--- src/rtl/ram_fifo_ctrl.sv ---
// rtl/ram_fifo_ctrl.sv - circular-queue controller for an external dual-address RAM
module ram_fifo_ctrl #(
  parameter int DATA_W = 10,
  parameter int ADDR_W = 3,
  parameter int DEPTH  = 8
) (
  input  logic              clk,
  input  logic              reset_L,
  input  logic              push,
  input  logic [DATA_W-1:0] data_in,
  input  logic              pop,
  input  logic [ADDR_W:0]   umbral_alto,
  input  logic [ADDR_W:0]   umbral_bajo,
  output logic [DATA_W-1:0] data_out,
  output logic              data_out_valid,
  output logic              full,
  output logic              empty,
  output logic              almost_full,
  output logic              almost_empty,
  output logic              fifo_error,
  output logic [3:0]        state,
  output logic [DATA_W-1:0] data_a,
  output logic [ADDR_W-1:0] addr_wa,
  output logic [ADDR_W-1:0] addr_ra,
  output logic              we_a,
  output logic              re_a,
  input  logic [DATA_W-1:0] q_a
);

  typedef enum logic [3:0] {
    ST_RESET  = 4'b0001,
    ST_INIT   = 4'b0010,
    ST_IDLE   = 4'b0100,
    ST_ACTIVE = 4'b1000,
    ST_ERROR  = 4'b0000
  } state_t;

  localparam logic [ADDR_W:0]   DEPTH_C  = (ADDR_W+1)'(DEPTH);
  localparam logic [ADDR_W-1:0] LAST_PTR = ADDR_W'(DEPTH - 1);

  state_t            state_q, state_d;
  logic [ADDR_W-1:0] wr_ptr, rd_ptr, wr_ptr_d, rd_ptr_d;
  logic [ADDR_W:0]   count, count_d;
  logic [ADDR_W:0]   thr_alto, thr_bajo, thr_alto_d, thr_bajo_d;
  logic              full_q, empty_q, afull_q, aempty_q;
  logic              error_q, valid_q;
  logic              accepting, flags_upd;
  logic              push_ok, pop_ok, overflow, underflow;

  always_comb begin
    accepting = (state_q == ST_IDLE) || (state_q == ST_ACTIVE);
    push_ok   = accepting & push & ~full_q;
    pop_ok    = accepting & pop & ~empty_q;
    overflow  = accepting & push & full_q;
    underflow = accepting & pop & empty_q;
    // Flags only track the count once thresholds are meaningful; frozen in ERROR.
    flags_upd = accepting || (state_q == ST_INIT);
  end

  always_comb begin
    wr_ptr_d = wr_ptr;
    rd_ptr_d = rd_ptr;
    count_d  = count;
    if (push_ok) wr_ptr_d = (wr_ptr == LAST_PTR) ? '0 : wr_ptr + 1'b1;
    if (pop_ok)  rd_ptr_d = (rd_ptr == LAST_PTR) ? '0 : rd_ptr + 1'b1;
    if (push_ok && !pop_ok)      count_d = count + 1'b1;
    else if (pop_ok && !push_ok) count_d = count - 1'b1;
  end

  always_comb begin
    thr_alto_d = thr_alto;
    thr_bajo_d = thr_bajo;
    if (state_q == ST_INIT) begin
      thr_alto_d = umbral_alto;
      thr_bajo_d = umbral_bajo;
    end
  end

  always_comb begin
    state_d = state_q;
    case (state_q)
      ST_RESET:  state_d = ST_INIT;
      ST_INIT:   state_d = ST_IDLE;
      ST_IDLE,
      ST_ACTIVE: begin
        if (overflow || underflow) state_d = ST_ERROR;
        else if (count_d == '0)    state_d = ST_IDLE;
        else                       state_d = ST_ACTIVE;
      end
      ST_ERROR:  state_d = ST_ERROR;
      default:   state_d = ST_ERROR;
    endcase
  end

  always_ff @(posedge clk) begin
    if (!reset_L) begin
      state_q  <= ST_RESET;
      wr_ptr   <= '0;
      rd_ptr   <= '0;
      count    <= '0;
      thr_alto <= '0;
      thr_bajo <= '0;
      full_q   <= 1'b0;
      empty_q  <= 1'b1;
      afull_q  <= 1'b0;
      aempty_q <= 1'b1;
      error_q  <= 1'b0;
      valid_q  <= 1'b0;
    end else begin
      state_q  <= state_d;
      wr_ptr   <= wr_ptr_d;
      rd_ptr   <= rd_ptr_d;
      count    <= count_d;
      thr_alto <= thr_alto_d;
      thr_bajo <= thr_bajo_d;
      if (flags_upd) begin
        full_q   <= (count_d == DEPTH_C);
        empty_q  <= (count_d == '0);
        afull_q  <= (count_d >= thr_alto_d);
        aempty_q <= (count_d <= thr_bajo_d);
      end
      error_q  <= error_q | overflow | underflow;
      valid_q  <= pop_ok;
    end
  end

  assign we_a           = push_ok;
  assign addr_wa        = wr_ptr;
  assign data_a         = data_in;
  assign re_a           = pop_ok;
  assign addr_ra        = rd_ptr;
  assign data_out       = q_a;
  assign data_out_valid = valid_q;
  assign full           = full_q;
  assign empty          = empty_q;
  assign almost_full    = afull_q;
  assign almost_empty   = aempty_q;
  assign fifo_error     = error_q;
  assign state          = state_q;

endmodule

--- config.mk ---
export PLATFORM = sky130hd
export DESIGN_NAME = ram_fifo_ctrl
export DESIGN_NICKNAME = d
export VERILOG_FILES = /design/src/rtl/ram_fifo_ctrl.sv
export SDC_FILE = /design/constraint.sdc
export NUM_CORES = 1
export LEC_CHECK = 0
export CORE_UTILIZATION = 42
export CTS_BUF_LIST = sky130_fd_sc_hd__clkbuf_4 sky130_fd_sc_hd__clkbuf_8 sky130_fd_sc_hd__clkbuf_16
export DETAILED_ROUTE_END_ITERATION = 6
export GPL_ROUTABILITY_DRIVEN = 0
export PLACE_DENSITY = 0.81
export SYNTH_ARGS = -nofsm -noshare
export SYNTH_HDL_FRONTEND = slang
export SYNTH_SLANG_ARGS = --single-unit
--- constraint.sdc ---
create_clock -name clk -period 2.6 [get_ports clk]
set_input_delay 0.26 -clock clk [delete_from_list [all_inputs] [get_ports clk]]
set_output_delay 0.26 -clock clk [all_outputs]
set_load 0.02 [all_outputs]
==> metrics.log, run 1 <==
INFO  metric antenna_left = 0
INFO  metric place.detailed.hpwl = 2.604 mm
INFO  metric die_h = 64.31 um
INFO  metric final_max_slew_viol_count = 0
INFO  metric crit_arrival = ~2.2 ns
INFO  metric cts_htree_levels = 1
INFO  metric crit-reg2reg-launch = state[0]$_SDFF_PN1_
INFO  metric gr-total-overflow = 0
INFO  metric cts_made_buffers = 3
INFO  metric clk_pin_slew_worst_paths = around 0.090 ns
INFO  metric seq_area_frac_synth = 34.38%
INFO  metric timing_worst_slew_pin_value = ~0.48 ns
INFO  metric wl = between 3 and 4 mm
INFO  metric power_per_cell_area = ~460 mW/mm2
INFO  metric synthesis_warning_total = 0
INFO  metric share_comb_of_total_power = 15.1%
INFO  metric globalRouteTotalUtil = between 15 and 20%
INFO  metric routed-via-count = 1313
INFO  metric synth_largest_type_area_fraction = approximately 34%
INFO  metric drc = 0
INFO  metric worst_setup_path_start_kind = flip-flop
INFO  metric setup_viol_count_final = 0
INFO  metric instances_no_fill = 258
INFO  metric fin_worst_hold_slack = roughly 0.48 ns
INFO  metric diodes = 0
INFO  metric routedWlPerCell = roughly 13 um
INFO  metric drtIter0Drc = 73
INFO  metric yosys_register_bits = 28
INFO  metric seq_power_share = 48.4%
INFO  metric routed_via_density = approximately 5
INFO  metric grt_pass1_vias = 1192
INFO  metric required = about 2.3 ns
INFO  metric dieWidth = 64.31 um
INFO  metric path_class = reg2out
INFO  metric critPathLaunch = state[2]$_SDFF_PN0_
INFO  metric pwr-share-clk = 36.5%
INFO  metric clockBufferDepth = 2
INFO  metric cts_resized = 0
INFO  metric quantity_of_hold_fixing_buffers_added_after_cts = 0
INFO  metric placeableCoreArea = approximately 0.0037 mm2
INFO  metric fmax = 0.4050 GHz
INFO  metric maximum_number_of_pins_on_one_net_before_global_route_repair = 17
INFO  metric drt-pass1-iter-count = 4
INFO  metric number_of_flops_mapped_to_enable_cells_by_yosys = 0
INFO  metric status = finished, final reports clean
INFO  metric postSynthAreaPerCell = 8.813 um2
INFO  metric cts.repair_timing.setup_buffer_count = 0
INFO  metric crit_path_max_fanout = 6
INFO  metric report.final.hold_viol_count = 0
INFO  metric synth_area = 0.001630 mm2
INFO  metric synth_area_leaders = sky130_fd_sc_hd__dfxtp_1 (34%), sky130_fd_sc_hd__buf_4 (9.2%), sky130_fd_sc_hd__ha_1 (9.2%), sky130_fd_sc_hd__nand2_1 (4.6%), sky130_fd_sc_hd__mux2i_1 (4.3%)
INFO  metric fill_cell_count = 332
INFO  metric total_switching_power = 210.9 uW
INFO  metric numPlacedInstances = approximately 250
INFO  metric internal_power = 720.2 uW
INFO  metric synth.top_cells.by_count = sky130_fd_sc_hd__dfxtp_1 (28), sky130_fd_sc_hd__buf_4 (20), sky130_fd_sc_hd__nand2_1 (20), sky130_fd_sc_hd__nor2_1 (18), sky130_fd_sc_hd__ha_1 (12)
INFO  metric clock_sink_count = 28
INFO  metric vdd_ir_drop_max = 0.2973 mV
INFO  metric synth-main-ff-cell = sky130_fd_sc_hd__dfxtp_1
INFO  metric cap_viol_max_count = 0
INFO  metric r2r_slack = about 0.18 ns
INFO  metric postSynthNetCount = 229
INFO  metric async_flop_share = 0%
INFO  metric syn-instance-count = 185
INFO  metric clockRootBuffer = sky130_fd_sc_hd__clkbuf_8
INFO  metric max_slew_margin = 67.68%
INFO  metric clock_skew = 0.003743 ns
INFO  metric hold_path.startpoint = addr_wa[2]$_SDFFE_PN0P_
INFO  metric leakage_power_figure = 0.8652 nW
INFO  metric post-synth-top-count-cell = sky130_fd_sc_hd__dfxtp_1
INFO  metric setup_total_negative_slack = 0 ns
INFO  metric synth.largest_area_cell = sky130_fd_sc_hd__dfxtp_1
INFO  metric drive_above_1_share = 19.05%
INFO  metric p_sw_share = 22.65%
INFO  metric grt_setup_unrepaired = false
INFO  metric synth.lib_cells_used.distinct = 45
INFO  metric finalCriticalPeriod = 2.469 ns
INFO  metric grt_first_pass_wirelength = roughly 5.4 mm
INFO  metric floorplan.rows = 22
INFO  metric cts_tree = done
INFO  metric holdCritPathClass = reg2reg
INFO  metric io_buffers = 29
INFO  metric flow.area_growth_from_synthesis = 25.17%
INFO  metric antenna_found_initial = 0
INFO  metric design.die.area = 0.004135 mm2
INFO  metric timing.final.crit_share = 94.96%
INFO  metric io-pin-count = 70
INFO  metric final_nets = 255
INFO  metric finalCoreUtilization = between 50% and 60%
INFO  metric floorplan.initialDensity = 44.20%
INFO  metric timing.critical_path.to_type = output port
INFO  metric worstSkewPairLatency = between 0.2 and 0.3 ns
==> final timing paths <==
| check | endpoint | cells past startpoint |
|---|---|---|
| worst min-delay path | addr_wa[2]$_SDFFE_PN0P_ | 2 |
| worst min register to register | addr_wa[2]$_SDFFE_PN0P_ | 2 |
| worst max register to register | almost_full$_SDFFE_PN0P_ | 11 |
| worst max-delay path | re_a | 5 |
==> cell families (layout without fill, tap and decap cells) <==
family	count (synthesis)	in the layout	synth area share (%)
buffers and inverters	32	57	12.05
AO/OA/AOI/OAI	33	33	14.89
flip-flops	28	28	34.38
AND/OR/NAND/NOR	66	66	21.11
XOR/XNOR	5	5	2.686
multiplexers	9	9	5.679
adder cells (fa/ha/maj)	12	12	9.209
==> flip-flops by register name, indices dropped and copies added (netlist names) <==
register	count
data_out_valid	1
state	4
fifo_error	1
full	1
thr_bajo	4
almost_full	1
thr_alto	4
empty	1
addr_wa	3
almost_empty	1
addr_ra	3
count	4
==> placed cells by master, fill, tap and decap left out, types with 3 or more instances in the layout <==
master and n:
sky130_fd_sc_hd__mux2i_1 7, sky130_fd_sc_hd__inv_1 8, sky130_fd_sc_hd__xnor2_1 4, sky130_fd_sc_hd__nor2_1 18, sky130_fd_sc_hd__clkbuf_8 3, sky130_fd_sc_hd__nand2b_1 3
sky130_fd_sc_hd__a211oi_1 5, sky130_fd_sc_hd__dfxtp_1 25, sky130_fd_sc_hd__nand3_1 4, sky130_fd_sc_hd__ha_1 12, sky130_fd_sc_hd__nor2b_2 3, sky130_fd_sc_hd__a31o_2 3
sky130_fd_sc_hd__and2_1 3, sky130_fd_sc_hd__buf_4 15, sky130_fd_sc_hd__clkdlybuf4s50_1 29, sky130_fd_sc_hd__dfxtp_2 3, sky130_fd_sc_hd__nand2_1 20, sky130_fd_sc_hd__a21oi_1 7
==> critical path: stages (launching register included) <==
cell and delay, ns:
sky130_fd_sc_hd__dfxtp_2 0.38, sky130_fd_sc_hd__xnor2_2 0.18, sky130_fd_sc_hd__nor3_2 0.34, sky130_fd_sc_hd__nand2_1 0.26
sky130_fd_sc_hd__inv_1 0.15, sky130_fd_sc_hd__clkdlybuf4s50_1 0.62
==> through the flow <==
step / instance area (um2) / power [mW] / setup WS (ns)
4_1_cts: 2008 / 0.9363 / 0.03639
3_5_place_dp: 1937 / 0.5970 / -0.1618
5_1_grt: 2041 / 0.9719 / 0.004489
2_1_floorplan: 1630 / 0.5835 / 0.06562
6_report: 2041 / 0.9310 / 0.1311
3_3_place_gp: 1937 / 0.5942 / -0.1585
==> per-layer routing <==
metal	share of wire [%]	global-route usage, %	vias to the layer above
li1	-	-	677
met5	0	0	-
met3	3.6	2.143	6
met2	48	28.29	23
met1	47	21.20	607
met4	1.3	5.833	0
==> area by class of cell <==
type | instances | area, um2 | share of cell area, %
Multi-Input combinational cell | 125 | 908.4 | 44.51
Timing Repair Buffer | 44 | 402.9 | 19.74
Tap cell | 48 | 60.06 | 2.943
Sequential cell | 28 | 564.3 | 27.65
Inverter | 9 | 33.78 | 1.655
Clock buffer | 3 | 41.29 | 2.023
Clock inverter | 1 | 30.03 | 1.471
==> power groups by stage <==
stage | clock [mW] | sequential (mW) | combinational (mW)
after global placement | 0 | 0.459 | 0.136
after CTS | 0.348 | 0.449 | 0.139
after detailed placement | 0 | 0.459 | 0.138
after floorplan | 0 | 0.464 | 0.119
final | 0.340 | 0.451 | 0.140
after global routing | 0.365 | 0.453 | 0.155
Note: power is estimated with default switching activity, not from simulation.
==> run 2: changes to the inputs <==
--- a/config.mk
+++ b/config.mk
@@ -9,7 +9,7 @@
 export CTS_BUF_LIST = sky130_fd_sc_hd__clkbuf_4 sky130_fd_sc_hd__clkbuf_8 sky130_fd_sc_hd__clkbuf_16
 export DETAILED_ROUTE_END_ITERATION = 6
 export GPL_ROUTABILITY_DRIVEN = 0
-export PLACE_DENSITY = 0.81
+export PLACE_DENSITY_LB_ADDON = 0.05
 export SYNTH_ARGS = -nofsm -noshare
 export SYNTH_HDL_FRONTEND = slang
 export SYNTH_SLANG_ARGS = --single-unit
==> run 2 against run 1 <==
Combinational power increased by 6%. Fmax rose by 1.1%. Non-clock buffer count is 1 higher. Worst hold slack got worse by 0.053 ns. Worst setup slack improved by 0.027 ns. Final area rose by 2.5%. Core utilization rose by 1.4 points. Highest routed layer unchanged.
==> metrics.log, run 2 (synthesis gave the netlist of run 1 again) <==
INFO  metric status = finished, final reports clean
INFO  metric crit-reg2reg-launch = full$_SDFFE_PN0P_
INFO  metric drc = 0 (unchanged)
INFO  metric setup_total_negative_slack = 0 ns (unchanged)
INFO  metric max_slew_margin = 66.52% (-1.2 points)
INFO  metric antenna_left = 0 (unchanged)
INFO  metric flow.area_growth_from_synthesis = 28.24%
INFO  metric cap_viol_max_count = 0 (unchanged)
INFO  metric timing_worst_slew_pin_value = 0.5011 ns (+0.01729 ns)
INFO  metric finalCoreUtilization = 56.68% (+1.4 points)
INFO  metric clockRootBuffer = sky130_fd_sc_hd__clkbuf_8
INFO  metric internal_power = 621.0 uW (-14%)
INFO  metric maximum_number_of_pins_on_one_net_before_global_route_repair = 15 (-2)
INFO  metric grt_pass1_vias = 1316 (+10%)
INFO  metric grt_setup_unrepaired = false
INFO  metric routed-via-count = 1355 (+3.2%)
INFO  metric finalPower = 831.4 uW (-11%)
INFO  metric crit_arrival = 2.64 ns (+0.43 ns)
INFO  metric dpl-instance-area = 0.001929 mm2 (-0.39%)
INFO  metric cpPeakStageDelay = 0.54 ns (-0.08 ns)
INFO  metric required = 2.80 ns (+0.46 ns)
INFO  metric routedWlPerCell = 13.72 um (+6.4%)
INFO  metric most_heavily_used_metal_layer_in_global_routing = met2
INFO  metric timing.final.crit_share = 93.92% (-1.0 points)
INFO  metric cts_made_buffers = 3 (unchanged)
INFO  metric diodes = 0 (unchanged)
INFO  metric p_sw_share = 25.30% (+2.6 points)
INFO  metric fin_worst_hold_slack = 0.4248 ns (-0.05293 ns)
INFO  metric antenna_found_initial = 0 (unchanged)
INFO  metric groute.layer.met1.usage = 23.19% (+2.0 points)
INFO  metric pwr-share-clk = 28.0% (-8.5 points)
INFO  metric cts_htree_levels = 1 (unchanged)
INFO  metric quantity_of_hold_fixing_buffers_added_after_cts = 0 (unchanged)
INFO  metric drt-pass1-iter-count = 4 (unchanged)
INFO  metric crit_path_max_fanout = 5 (-1)
INFO  metric grt_first_pass_wirelength = 5.906 mm (+9.7%)
INFO  metric fill_cell_count = 353 (+6.3%)
INFO  metric globalRouteMet3Util = 3.036% (+0.89 points)
INFO  metric final_nets = 256 (+0.39%)
INFO  metric holdCritPathClass = in2reg
INFO  metric worst_setup_path_start_kind = flip-flop
INFO  metric design.die.area = 0.004135 mm2 (unchanged)
INFO  metric timing.critical_path.cells = nand2b_1 > or4b_4 > a21oi_4 > a221oi_4 > ha_1 > nor2b_1 > o211ai_1 > a31oi_1 > a31o_2 > o211ai_1
INFO  metric drtIter0Drc = 70 (-4.1%)
INFO  metric timing.critical_path.to_type = flip-flop
INFO  metric critical-path-slowest-cell = sky130_fd_sc_hd__or4b_4
INFO  metric layout.cells.most_common = sky130_fd_sc_hd__clkdlybuf4s50_1
INFO  metric wl = 3.540 mm (+6.4%)
INFO  metric share_comb_of_total_power = 17.8% (+2.7 points)
INFO  metric final_cell_area = 0.002091 mm2 (+2.5%)
INFO  metric placeableCoreArea = 0.003689 mm2 (unchanged)
INFO  metric power_per_cell_area = 397.6 mW/mm2 (-13%)
INFO  metric routed_via_density = 5.252 (+3.2%)
INFO  metric drive_above_1_share = 22.38% (+3.3 points)
INFO  metric hold_path.startpoint = push
INFO  metric place.detailed.hpwl = 2.785 mm (+7.0%)
INFO  metric final_max_slew_viol_count = 0 (unchanged)
INFO  metric storage_element_area = 570.5 um2 (+1.1%)
INFO  metric dieWidth = 64.31 um (unchanged)
INFO  metric total_switching_power = 210.3 uW (-0.26%)
INFO  metric clock_sink_count = 28 (unchanged)
INFO  metric cts_tree = done
INFO  metric finalCriticalPeriod = 2.442 ns (-0.02707 ns)
INFO  metric seq_power_share = 54.2% (+5.8 points)
INFO  metric vdd_ir_drop_max = 0.2926 mV (-1.6%)
INFO  metric io-pin-count = 70 (unchanged)
INFO  metric worstSkewPairLatency = 0.27 ns (about the same)
INFO  metric gr-total-overflow = 0 (unchanged)
INFO  metric floorplan.rows = 22 (unchanged)
INFO  metric fmax = 0.4095 GHz (+1.1%)
INFO  metric leakage_power_figure = 0.8946 nW (+3.4%)
INFO  metric floorplan.initialDensity = 44.20% (unchanged)
INFO  metric clockBufferDepth = 2 (unchanged)
INFO  metric critical-path-top-cell-by-count = sky130_fd_sc_hd__o211ai_1
INFO  metric clk_pin_slew_worst_paths = 0.09 ns (about the same)
INFO  metric io_buffers = 29 (unchanged)
INFO  metric setup_viol_count_final = 0 (unchanged)
INFO  metric report.final.hold_viol_count = 0 (unchanged)
INFO  metric clock_skew = 0.002340 ns (-0.001403 ns)
INFO  metric critPathLaunch = full$_SDFFE_PN0P_
INFO  metric met2_usage = 29.74% (+1.4 points)
INFO  metric multi_input_comb_area = 965.9 um2 (+6.3%)
INFO  metric globalRouteTotalUtil = 18.24% (+1.7 points)
INFO  metric die_h = 64.31 um (unchanged)
INFO  metric layout.cells.most_common_list = sky130_fd_sc_hd__clkdlybuf4s50_1 (27), sky130_fd_sc_hd__dfxtp_1 (22), sky130_fd_sc_hd__nand2_1 (19)
INFO  metric path_class = reg2reg
==> run 2: what timing repair did <==
item / 4_1_cts / 5_1_grt
resized for setup: 1 / 25
setup endpoints to repair: 1 / 3
pin swaps: 0 / 4
endpoints found under the hold margin: 0 / 0
setup buffers: 0 / 2
gates cloned: 0 / 0
==> run 2: critical path: cells and delay by family (launching register included) <==
family,cells,cell delay [ns]
AND/OR/NAND/NOR,3,0.85
AO/OA/AOI/OAI,6,0.84
flip-flops,1,0.36
adder cells (fa/ha/maj),1,0.33
==> run 2: metrics by stage <==
stage	setup WS, ns	cells
after floorplan	0.06562	185
after global placement	-0.2208	253
after detailed placement	-0.2655	253
after CTS	0.01187	256
after global routing	0.01021	258
final	0.1582	258
==> run 2: path summary, 6_finish.rpt <==
| check | slack (ns) | cells after the start | to |
|---|---|---|---|
| worst max-delay path | 0.16 | 10 | almost_empty$_SDFFE_PN1P_ |
| worst min-delay path | 0.42 | 4 | state[3]$_SDFF_PN0_ |
| worst max register to register | 0.16 | 10 | almost_empty$_SDFFE_PN1P_ |
| worst min register to register | 0.47 | 1 | state[1]$_SDFF_PN0_ |
==> run 2: cell type report <==
type	instances	area share, %
Multi-Input combinational cell	125	46.20
Timing Repair Buffer	45	20.05
Clock buffer	3	1.975
Sequential cell	28	27.29
Inverter	9	1.616
Tap cell	48	2.873
==> run 2: power by group through the flow <==
stage	clock network, mW	logic, mW	registers (mW)
detailed placement	0	0.138	0.459
global placement	0	0.135	0.459
finish	0.233	0.148	0.451
floorplan	0	0.119	0.464
global route	0.255	0.164	0.453
CTS	0.236	0.140	0.450
==> run 2: routing by layer <==
| metal | wire length, um | vias up |
|---|---|---|
| li1 | - | 677 |
| met1 | 1591 | 616 |
| met2 | 1635 | 42 |
| met3 | 210 | 20 |
| met4 | 104 | 0 |
| met5 | 0 | - |
